### src/rtl/spi_slave_responder.sv
// Mode-0 SPI target oversampled in the clk_i domain with a one-entry transmit holding register.
// Define SPI_SLAVE_LSB_FIRST_EN to shift both directions LSB-first; MSB-first otherwise.
module spi_slave_responder #(
  parameter int         SYNC_STAGES = 2,
  parameter logic [7:0] IDLE_BYTE   = 8'hFF
) (
  input  logic       clk_i,
  input  logic       rst_i,
  input  logic       spi_clk_i,
  input  logic       spi_cs_i,
  input  logic       spi_mosi_i,
  output logic       spi_miso_o,
  output logic       spi_miso_en_o,
  input  logic [7:0] tx_data_i,
  input  logic       tx_valid_i,
  output logic       tx_accept_o,
  output logic [7:0] rx_data_o,
  output logic       rx_valid_o,
  output logic       tx_underrun_o,
  output logic       busy_o
);

  typedef enum logic {ST_IDLE, ST_ACTIVE} state_e;

  logic [SYNC_STAGES-1:0] sclk_sync_q, cs_sync_q, mosi_sync_q, prime_q;
  logic                   sclk_d1_q, cs_d1_q;
  logic                   sclk_s, cs_s, mosi_s;
  logic                   sclk_rise, sclk_fall, cs_rise, cs_fall;

  state_e     state_q, state_d;
  logic [7:0] shift_tx_q, shift_tx_d;
  logic [7:0] shift_rx_q, shift_rx_d;
  logic [2:0] bit_cnt_q, bit_cnt_d;
  logic [7:0] hold_q, hold_d;
  logic       hold_full_q, hold_full_d;
  logic [7:0] rx_data_q, rx_data_d;
  logic       rx_valid_q, rx_valid_d;
  logic       underrun_q, underrun_d;
  logic       armed_q, armed_d;

  logic       reload;
  logic       tx_write;
  logic [7:0] rx_next, tx_shifted;
  logic       tx_bit;

  // prime_q fills with ones as the synchronisers refill from the pins, so the
  // reset-value high on cs is never mistaken for a real deselect.
  always_ff @(posedge clk_i) begin
    if (rst_i) begin
      sclk_sync_q <= '0;
      cs_sync_q   <= '1;
      mosi_sync_q <= '0;
      prime_q     <= '0;
      sclk_d1_q   <= 1'b0;
      cs_d1_q     <= 1'b1;
    end else begin
      sclk_sync_q <= {sclk_sync_q[SYNC_STAGES-2:0], spi_clk_i};
      cs_sync_q   <= {cs_sync_q[SYNC_STAGES-2:0], spi_cs_i};
      mosi_sync_q <= {mosi_sync_q[SYNC_STAGES-2:0], spi_mosi_i};
      prime_q     <= {prime_q[SYNC_STAGES-2:0], 1'b1};
      sclk_d1_q   <= sclk_s;
      cs_d1_q     <= cs_s;
    end
  end

  assign sclk_s    = sclk_sync_q[SYNC_STAGES-1];
  assign cs_s      = cs_sync_q[SYNC_STAGES-1];
  assign mosi_s    = mosi_sync_q[SYNC_STAGES-1];
  assign sclk_rise = sclk_s & ~sclk_d1_q;
  assign sclk_fall = ~sclk_s & sclk_d1_q;
  assign cs_rise   = cs_s & ~cs_d1_q;
  assign cs_fall   = ~cs_s & cs_d1_q;

`ifdef SPI_SLAVE_LSB_FIRST_EN
  assign rx_next    = {mosi_s, shift_rx_q[7:1]};
  assign tx_shifted = {1'b0, shift_tx_q[7:1]};
  assign tx_bit     = shift_tx_q[0];
`else
  assign rx_next    = {shift_rx_q[6:0], mosi_s};
  assign tx_shifted = {shift_tx_q[6:0], 1'b0};
  assign tx_bit     = shift_tx_q[7];
`endif

  assign tx_write = tx_valid_i & ~hold_full_q;

  always_comb begin
    state_d     = state_q;
    shift_tx_d  = shift_tx_q;
    shift_rx_d  = shift_rx_q;
    bit_cnt_d   = bit_cnt_q;
    hold_d      = hold_q;
    hold_full_d = hold_full_q;
    rx_data_d   = rx_data_q;
    rx_valid_d  = 1'b0;
    underrun_d  = 1'b0;
    armed_d     = armed_q | (cs_s & prime_q[SYNC_STAGES-1]);
    reload      = 1'b0;

    case (state_q)
      ST_IDLE: begin
        if (cs_fall && armed_q) begin
          state_d   = ST_ACTIVE;
          bit_cnt_d = 3'd0;
          reload    = 1'b1;
        end
      end
      ST_ACTIVE: begin
        // Deselect takes priority over any sclk edge seen in the same cycle.
        if (cs_rise) begin
          state_d = ST_IDLE;
        end else if (sclk_rise) begin
          shift_rx_d = rx_next;
          bit_cnt_d  = bit_cnt_q + 3'd1;
          if (bit_cnt_q == 3'd7) begin
            rx_data_d  = rx_next;
            rx_valid_d = 1'b1;
          end
        end else if (sclk_fall) begin
          if (bit_cnt_q == 3'd0) reload = 1'b1;
          else                   shift_tx_d = tx_shifted;
        end
      end
      default: state_d = ST_IDLE;
    endcase

    // A reload only clears a full register and a write only fills an empty one,
    // so the two never fight over hold_full_d.
    if (reload) begin
      if (hold_full_q) begin
        shift_tx_d  = hold_q;
        hold_full_d = 1'b0;
      end else begin
        shift_tx_d = IDLE_BYTE;
        underrun_d = 1'b1;
      end
    end
    if (tx_write) begin
      hold_d      = tx_data_i;
      hold_full_d = 1'b1;
    end
  end

  always_ff @(posedge clk_i) begin
    if (rst_i) begin
      state_q     <= ST_IDLE;
      shift_tx_q  <= IDLE_BYTE;
      shift_rx_q  <= '0;
      bit_cnt_q   <= '0;
      hold_q      <= '0;
      hold_full_q <= 1'b0;
      rx_data_q   <= '0;
      rx_valid_q  <= 1'b0;
      underrun_q  <= 1'b0;
      armed_q     <= 1'b0;
    end else begin
      state_q     <= state_d;
      shift_tx_q  <= shift_tx_d;
      shift_rx_q  <= shift_rx_d;
      bit_cnt_q   <= bit_cnt_d;
      hold_q      <= hold_d;
      hold_full_q <= hold_full_d;
      rx_data_q   <= rx_data_d;
      rx_valid_q  <= rx_valid_d;
      underrun_q  <= underrun_d;
      armed_q     <= armed_d;
    end
  end

  assign busy_o        = (state_q == ST_ACTIVE);
  assign spi_miso_en_o = (state_q == ST_ACTIVE);
  assign spi_miso_o    = (state_q == ST_ACTIVE) ? tx_bit : 1'b1;
  assign tx_accept_o   = ~hold_full_q;
  assign rx_data_o     = rx_data_q;
  assign rx_valid_o    = rx_valid_q;
  assign tx_underrun_o = underrun_q;

endmodule

### config.mk
export PLATFORM = sky130hd
export DESIGN_NAME = spi_slave_responder
export DESIGN_NICKNAME = d
export VERILOG_FILES = /design/src/rtl/spi_slave_responder.sv
export SDC_FILE = /design/constraint.sdc
export NUM_CORES = 1
export LEC_CHECK = 0
export BUFFER_PORTS_ARGS = -buffer_cell sky130_fd_sc_hd__clkbuf_2
export CORE_MARGIN = 2
export CORE_UTILIZATION = 44
export CTS_CLUSTER_SIZE = 24
export DETAILED_ROUTE_END_ITERATION = 16
export PLACE_DENSITY = 0.76
export SYNTH_ARGS = -nofsm -noshare
export SYNTH_HDL_FRONTEND = slang
export SYNTH_SLANG_ARGS = --single-unit
### constraint.sdc
create_clock -name clk_i -period 3.3 [get_ports clk_i]
set_clock_uncertainty 0.05 [all_clocks]
set_input_delay 0.66 -clock clk_i [delete_from_list [all_inputs] [get_ports clk_i]]
set_output_delay 0.66 -clock clk_i [all_outputs]
set_load 0.02 [all_outputs]
# Word-level counts from Yosys, hierarchy flattened
# Index checks and enable logic that the tools add are counted.
# classes
n_eq_ne,7
n_reduce_logical,11
n_mux,25
addsub,1
n_bitwise,16
# op_table
cell,count
$mux W8,7
$mux W1,12
$mux W3,3
$not A1 Y1,9
$ne A2 B2 Y1 const B,4
$and A1 B1 Y1,6
$pmux W3 S2,1
$reduce_and A3 Y1,2
$reduce_bool A2 Y1,3
$reduce_and A5 Y1,1
$ne A2 B1 Y1 const B,2
$pmux W1 S2,2
$reduce_and A4 Y1,1
$reduce_or A4 Y1,1
$add A3 B1 Y3 const B,1
$eq A3 B3 Y1 const B,1
$logic_not A3 Y1,1
$reduce_or A2 Y1,1
$logic_and A1 B1 Y1,1
$or A1 B1 Y1,1
# totals
out_inout_bits,14
regBits,49
in_bits,14
word_cells,77

# Logic depth before layout (Yosys ltp)
# Gate-level depths: netlist of the first run.
# logic_depth
word_depth,8
depth_mapped,7
mapped_depth_nobuf,6

# Worst setup path after synthesis of the first run
# Ideal clock, no wire load.
# synth_path
kind,reg2reg
from,register state_q (netlist: busy_o)
to,register shift_tx_q[1]
required_time_ns,3.128
setup_ns,0.122
n_path_buf,2
arrival_ns,1.510
path_slack_ns,1.618
stages_incl_launch_ff,6
period_less_slack_ns,1.682
path_cell_list,dfxtp_1 buf_4 or2_4 buf_6 a211o_1 a221o_1
# synth_between
elab_chain_cells,4
word_cells_on_any_way,9
classes_between,eq/ne: 3; mux: 2; bitwise: 1; reduce/logical: 3
# synth_rtl
element,line,rtl
from (decl),30,"state_e state_q, state_d;"
from (signal assigned),156,state_q <= state_d;
$not A1 Y1,n/a,
$pmux W1 S2,99,case (state_q)
"$ne A2 B2 Y1 (no source line), or another cell as far along",n/a,
$reduce_and A5 Y1 (no source line),n/a,
to (signal assigned),157,shift_tx_q <= shift_tx_d;
to (decl),31,"logic [7:0] shift_tx_q, shift_tx_d;"
# Several ways; a longest one is shown, not always the timed one.
# A chain may end at the register's enable or synchronous reset.

# Final worst setup path of the first run
# layout_path
from,register state_q (netlist: busy_o)
to,output port spi_miso_o
# layout_between
elab_chain_cells,1
# layout_rtl
element,line,rtl
$mux W1,171,assign spi_miso_o = (state_q == ST_ACTIVE) ? tx_bit : 1'b1;
to (decl),12,"output logic spi_miso_o,"
# Every way passes these cells.

==> results by group, run 1 <==
Outcome
  • Status: complete, no violations

Routing
  • Drc violations: 0
  • Vias: ~1500
  • Drt wl/cell: about 12 um
  • Drt total wl: 3.44 mm
  • Avg Vias per Cell: 5.10
  • Post-DRT Antenna Nets: 0
  • First-pass DRT Iterations: 4
  • DR iter-0 viols: around 110

Global route
  • Gr usage total: 0.151
  • Vias in the first global route: approximately 1400
  • First-pass GRT wire length: 6.05 mm
  • Initial antenna violation count: 0
  • Grt ovf: 0
  • Largest net degree at the start of global routing: 50

Clocking
  • Worst-path clk slew: 0.08 ns
  • Worst-Skew Late Latency: 0.30 ns
  • Post-CTS setup buffer count: 0
  • CTS Buffer Depth: 2
  • H-tree depth: 2
  • CTS tree: yes
  • Post-CTS sizing: 0
  • Clk root buf: clkbuf_8
  • Hold_buf cts: 0
  • CTS Sinks: ~50
  • CTS Buf Count: 5

Synth
  • Gate Count Post-Synth: 214
  • Yosys warns: 0
  • Mapped Nets: about 230
  • Synth cell types: 30
  • Area contributors post-synth: dfxtp_1, a21oi_1, nand2_1
  • Seq cells post-synth: 49
  • Register area share after synthesis: 0.508
  • Yosys top cell area share: 0.508
  • Cell taking the most area after synthesis: dfxtp_1
  • Mapped Area: 1930 um2
  • Mean post-synth cell area: 9.02 um2

Setup path
  • Worst setup SP type: register
  • Slowest-stage cell, CP: dfxtp_1
  • Critical Path RT: 2.59 ns
  • Max incr delay on CP: 0.63 ns
  • Worst Setup Path Type: register to primary output
  • Worst Path Arrival: about 1.3 ns
  • Crit path capture type: primary output
  • Cell chain of the critical path: nand2b_1 > clkbuf_2
  • Crit path max fanout: 13

Power and ir drop
  • VDD IR-drop max: 0.350 mV
  • Power Dens Cells: between 400 and 500 nW/um2
  • Static Leak: 0.819 nW

Floorplanning
  • Total die area: 4930 um2
  • Die width: 70.2 um
  • Initial core utilization: 0.449
  • Core footprint: 4290 um2
  • Placement Rows: 24
  • Top Ports: 28
  • Chip height: 70.2 um

STA
  • Hold_ws: approximately 0.37 ns
  • Post-layout min period: 1.97 ns
  • Slew Viols, Final: 0
  • Final setup violation count: 0
  • Post-route worst setup slack: 1.33 ns
  • Max_slew headroom: 0.380
  • Unrepaired setup endpoints after global routing: false
  • Final Hold Fails: 0
  • Worst-Margin Slew: a little over 0.9 ns
  • Final TNS setup: 0 ns
  • Highest Clock Rate: 509 MHz
  • Tcrit/Tclk final: 0.596

Final layout
  • # diodes: 0
  • Final #Nets: 250
  • Synthesis-to-finish area growth: 10.4%
  • Share of cells above drive strength 1: 0.188

Place
  • Input/output buffers: 27
  • Hpwl dp: 2.24 mm
  • Pre-CTS setup slack: 1.34 ns
  • Gp weighted congestion: just under 0.8

Run
  • Max Cap Viol: 0

Min path
  • Worst Hold Class: register to register
==> routing by layer <==
layer / routed length (um) / GRT usage / vias up
met1: 1550 / 0.182 / 658
met5: 0 / 0 / -
met2: 1720 / 0.261 / 25
met3: 110 / 0.0346 / 8
li1: - / - / 768
met4: 65 / 0.0577 / 0
==> cell usage after synthesis (all sizes together) <==
cell type,count
nand3b,1
clkbuf,5
o21ai,1
ha,3
nor4bb,1
inv,5
and4bb,1
dfxtp,49
a221o,7
a21oi,37
and2,1
nor3,1
and2b,1
nand2,41
nand2b,2
a211o,7
nand3,16
and3,1
or2,4
nor2,11
buf,11
nand4,1
nor2b,6
a41oi,1
==> registers in the layout (all words and copies together) (netlist names), 2 cells and up <==
signal	count
cs_sync_q	2
sclk_sync_q	2
rx_data_o	8
hold_q	8
bit_cnt_q	3
shift_tx_q	8
prime_q	2
mosi_sync_q	2
shift_rx_q	7
==> where the power goes <==
| group | total, W | switching, W | internal [W] |
|---|---|---|---|
| Clock | 0.000364 | 0.000194 | 0.000170 |
| Combinational | 0.0000525 | 0.0000317 | 0.0000208 |
| Sequential | 0.000616 | 0.00000985 | 0.000606 |
| Total | 0.00103 | 0.000236 | 0.000797 |
==> cells by family (layout without fill, tap and decap cells) <==
logic type / count (synthesis) / count (layout) / share of synthesized area
adders and majority gates: 3 / 3 / 0.0195
and+or+nand+nor: 88 / 88 / 0.228
AOI/OAI and AO/OA: 53 / 53 / 0.181
buffers and inverters: 21 / 41 / 0.0635
DFF: 49 / 49 / 0.508
==> final cells by class <==
type,count,area [um2]
inverter,5,18.8
multi-input combinational,144,826
clock buffer,6,82.6
timing repair buffer,28,143
sequential,49,981
tap,52,65.1
clock inverter,2,13.8
fill,423,2160
==> worst max-delay path, delay by kind of cell (launching register included) <==
kind                   cells  cell delay (ns)
buffers and inverters      1             0.18
flip-flops                 1             0.63
AND/OR/NAND/NOR            1             0.14
==> final timing paths <==
path,startpoint,end,slack [ns],cells after the start
hold reg to reg,cs_sync_q[0],cs_sync_q[1],0.37,1
hold / removal,cs_sync_q[0],cs_sync_q[1],0.37,1
setup reg to reg,busy_o,shift_tx_q[2],1.37,5
setup / recovery,busy_o,spi_miso_o,1.33,2
==> through the flow <==
step	instance area [um2]	util	power, W	cells
finish	2130	0.496	0.00103	286
global route	2130	0.496	0.00107	286
CTS	2130	0.496	0.00105	286
detailed placement	2030	0.473	0.000683	278
global placement	2030	0.473	0.000681	278
floorplan	1930	-	0.000668	214
==> cells in the final DEF (no fill, tap or decap), types with 2 or more instances in the layout <==
cell and n:
nor2_1 11, nor2b_1 6, nand3_1 15, a211o_1 7, clkbuf_2 27, a221o_1 7, ha_1 3, nand2_1 41
or2_2 3, nand2b_1 2, dfxtp_1 49, a21oi_1 37, inv_1 4, clkbuf_8 6
Note: power is estimated with default switching activity, not from simulation.
==> inputs of run 2 (changes only) <==
--- a/config.mk
+++ b/config.mk
@@ -5,12 +5,13 @@
 export SDC_FILE = /design/constraint.sdc
 export NUM_CORES = 1
 export LEC_CHECK = 0
+export ABC_AREA = 1
 export BUFFER_PORTS_ARGS = -buffer_cell sky130_fd_sc_hd__clkbuf_2
 export CORE_MARGIN = 2
 export CORE_UTILIZATION = 44
 export CTS_CLUSTER_SIZE = 24
 export DETAILED_ROUTE_END_ITERATION = 16
-export PLACE_DENSITY = 0.76
+export PLACE_DENSITY = 0.78
 export SYNTH_ARGS = -nofsm -noshare
 export SYNTH_HDL_FRONTEND = slang
 export SYNTH_SLANG_ARGS = --single-unit
==> constraint.sdc (replaced) <==
create_clock -name clk_i -period 1.8 [get_ports clk_i]
set_clock_uncertainty 0.05 [all_clocks]
set_input_delay 0.36 -clock clk_i [delete_from_list [all_inputs] [get_ports clk_i]]
set_output_delay 0.36 -clock clk_i [all_outputs]
set_load 0.02 [all_outputs]
==> results by group, run 2 <==
Min path
  • Worst Hold Class: primary input to register
  • Min-delay src: spi_cs_i

Floorplanning
  • Placement Rows: 24
  • Initial core utilization: 0.456
  • Core footprint: roughly 4400 um2
  • Top Ports: 28
  • Die width: 71.2 um
  • Total die area: 5070 um2
  • Chip height: between 70 and 80 um

Synth
  • Cell taking the most area after synthesis: dfxtp_1
  • Seq cells post-synth: 49
  • Ys flop type: dfxtp_1
  • Synth cell types: 21
  • Mapped Nets: 280
  • Most frequent cell after synthesis: nor2_1
  • Register area share after synthesis: 0.494
  • Post-synth EDFFs: 0
  • Mapped Area: 1990 um2
  • Async set or reset register ratio after synthesis: 0
  • Mean post-synth cell area: about 7.6 um2
  • Yosys top cell area share: 0.494
  • Most common library cells after synthesis: nor2_1, dfxtp_1, nand2_1, nand3_1, inv_1
  • Gate Count Post-Synth: 263
  • Yosys warns: 0
  • Area contributors post-synth: dfxtp_1, nor2_1, nand2_1

Routing
  • Avg Vias per Cell: 4.77
  • Drt wl/cell: 10.6 um
  • First-pass DRT Iterations: 5
  • Drc violations: 0
  • DR iter-0 viols: 116
  • Drt total wl: 3.63 mm
  • Vias: ~1600
  • Post-DRT Antenna Nets: 0

Global route
  • First-pass GRT wire length: 6.55 mm
  • Met2 global-route usage: 0.246
  • Met3 Use GR: 0.0541
  • Met1 usage: 0.215
  • Grt ovf: 0
  • Initial antenna violation count: 0
  • Vias in the first global route: 1474
  • Gr busiest metal: met2
  • Gr usage total: 0.162
  • Largest net degree at the start of global routing: 37

Clocking
  • CTS tree: yes
  • CTS Buffer Depth: 2
  • Post-CTS setup buffer count: 0
  • Post-CTS sizing: 0
  • CTS Buf Count: 5
  • Worst-path clk slew: 0.08 ns
  • CTS Sinks: 49
  • Worst-Skew Late Latency: roughly 0.3 ns
  • Hold_buf cts: 0
  • H-tree depth: 2
  • Clk root buf: clkbuf_8

STA
  • Final TNS setup: 0 ns
  • Max_slew headroom: 0.644
  • Post-layout min period: 1.52 ns
  • Final Hold Fails: 0
  • Unrepaired setup endpoints after global routing: false
  • Highest Clock Rate: between 600 and 700 MHz
  • Tcrit/Tclk final: 0.845
  • Slew Viols, Final: 0
  • Final setup violation count: 0
  • Worst-Margin Slew: 0.533 ns

Setup path
  • R2r setup slk: 0.42 ns
  • Worst Setup Path Type: register to primary output
  • Max incr delay on CP: 0.35 ns
  • Setup crit start: busy_o
  • Cell chain of the critical path: inv_2 > or2_2 > clkbuf_2
  • Critical Path RT: roughly 1.4 ns
  • Crit path max fanout: 3
  • Buffers & Inverters on Critical Path: 2
  • CP delay by family, top: flip-flops
  • Worst setup SP type: register
  • Worst Path Arrival: around 1.1 ns
  • Reg2reg start: bit_cnt_q[0]
  • Crit path capture type: primary output
  • Slowest-stage cell, CP: dfxtp_1

Run
  • Max Cap Viol: 0

Final layout
  • Final #Nets: between 300 and 400
  • Most common cell after layout, fill and taps aside: nor2_1
  • Most frequent cells in the layout: nor2_1, dfxtp_1, nand2_1
  • # diodes: 0
  • Synthesis-to-finish area growth: 13.1%
  • Share of cells above drive strength 1: 0.182
  • Final Util: 0.516

Place
  • Gp weighted congestion: 0.869
  • Input/output buffers: 27
  • Hpwl dp: 2.51 mm

Power and ir drop
  • Static Leak: 1.21 nW
  • Total power: 0.00192 W
  • Power Dens Cells: 852 nW/um2
  • VDD IR-drop max: about 0.47 mV

Outcome
  • Status: complete, no violations
run 2: cell types whose count changed after synthesis, sizes merged, moves of 7 or more:
cell / change
a221o: -7
a21oi: -29
a211o: -7
nand2: +14
inv: +26
o21ai: +16
nand3: +18
nor2: +41
run 2: cell type report:
cell class	count	area [um2]
fill	423	2110
sequential	49	981
clock inverter	1	7.51
timing repair buffer	30	158
multi-input combinational	174	837
tap	52	65.1
clock buffer	6	82.6
inverter	31	116
run 2: worst paths after layout:
path,end,depth (start not counted)
worst max register to register,shift_tx_q[0],8
worst max-delay path,spi_miso_o,3
worst min-delay path,cs_sync_q[0],2
worst min register to register,sclk_sync_q[1],2
run 2: kinds of logic after synthesis:
| kind of cell | share of synthesized area |
|---|---|
| buffers and inverters | 0.0850 |
| AND/OR/NAND/NOR | 0.339 |
| AO/OA/AOI/OAI | 0.0630 |
| adder cells (fa/ha/maj) | 0.0189 |
| flip-flops | 0.494 |
run 2: report_power, final:
part	total (W)	switching [W]	internal (W)
Combinational	0.000130	0.0000816	0.0000487
Sequential	0.00114	0.0000196	0.00112
Clock	0.000646	0.000343	0.000304
run 2: layer usage:
layer | up-vias | routed length, um
met5 | - | 0
li1 | 873 | -
met2 | 37 | 1700
met1 | 725 | 1710
met3 | 2 | 186
met4 | 0 | 29
run 2: per-stage QoR:
step / cell area, um2 / worst slack, ns / std cells / hold slack, ns
finish: 2250 / 0.278 / 343 / 0.188
global route: 2250 / 0.220 / 343 / 0.184
CTS: 2250 / 0.265 / 343 / 0.179
detailed placement: 2160 / 0.427 / 336 / 0.346
global placement: 2160 / 0.443 / 336 / 0.340
floorplan: 1990 / 0.388 / 263 / 0.338
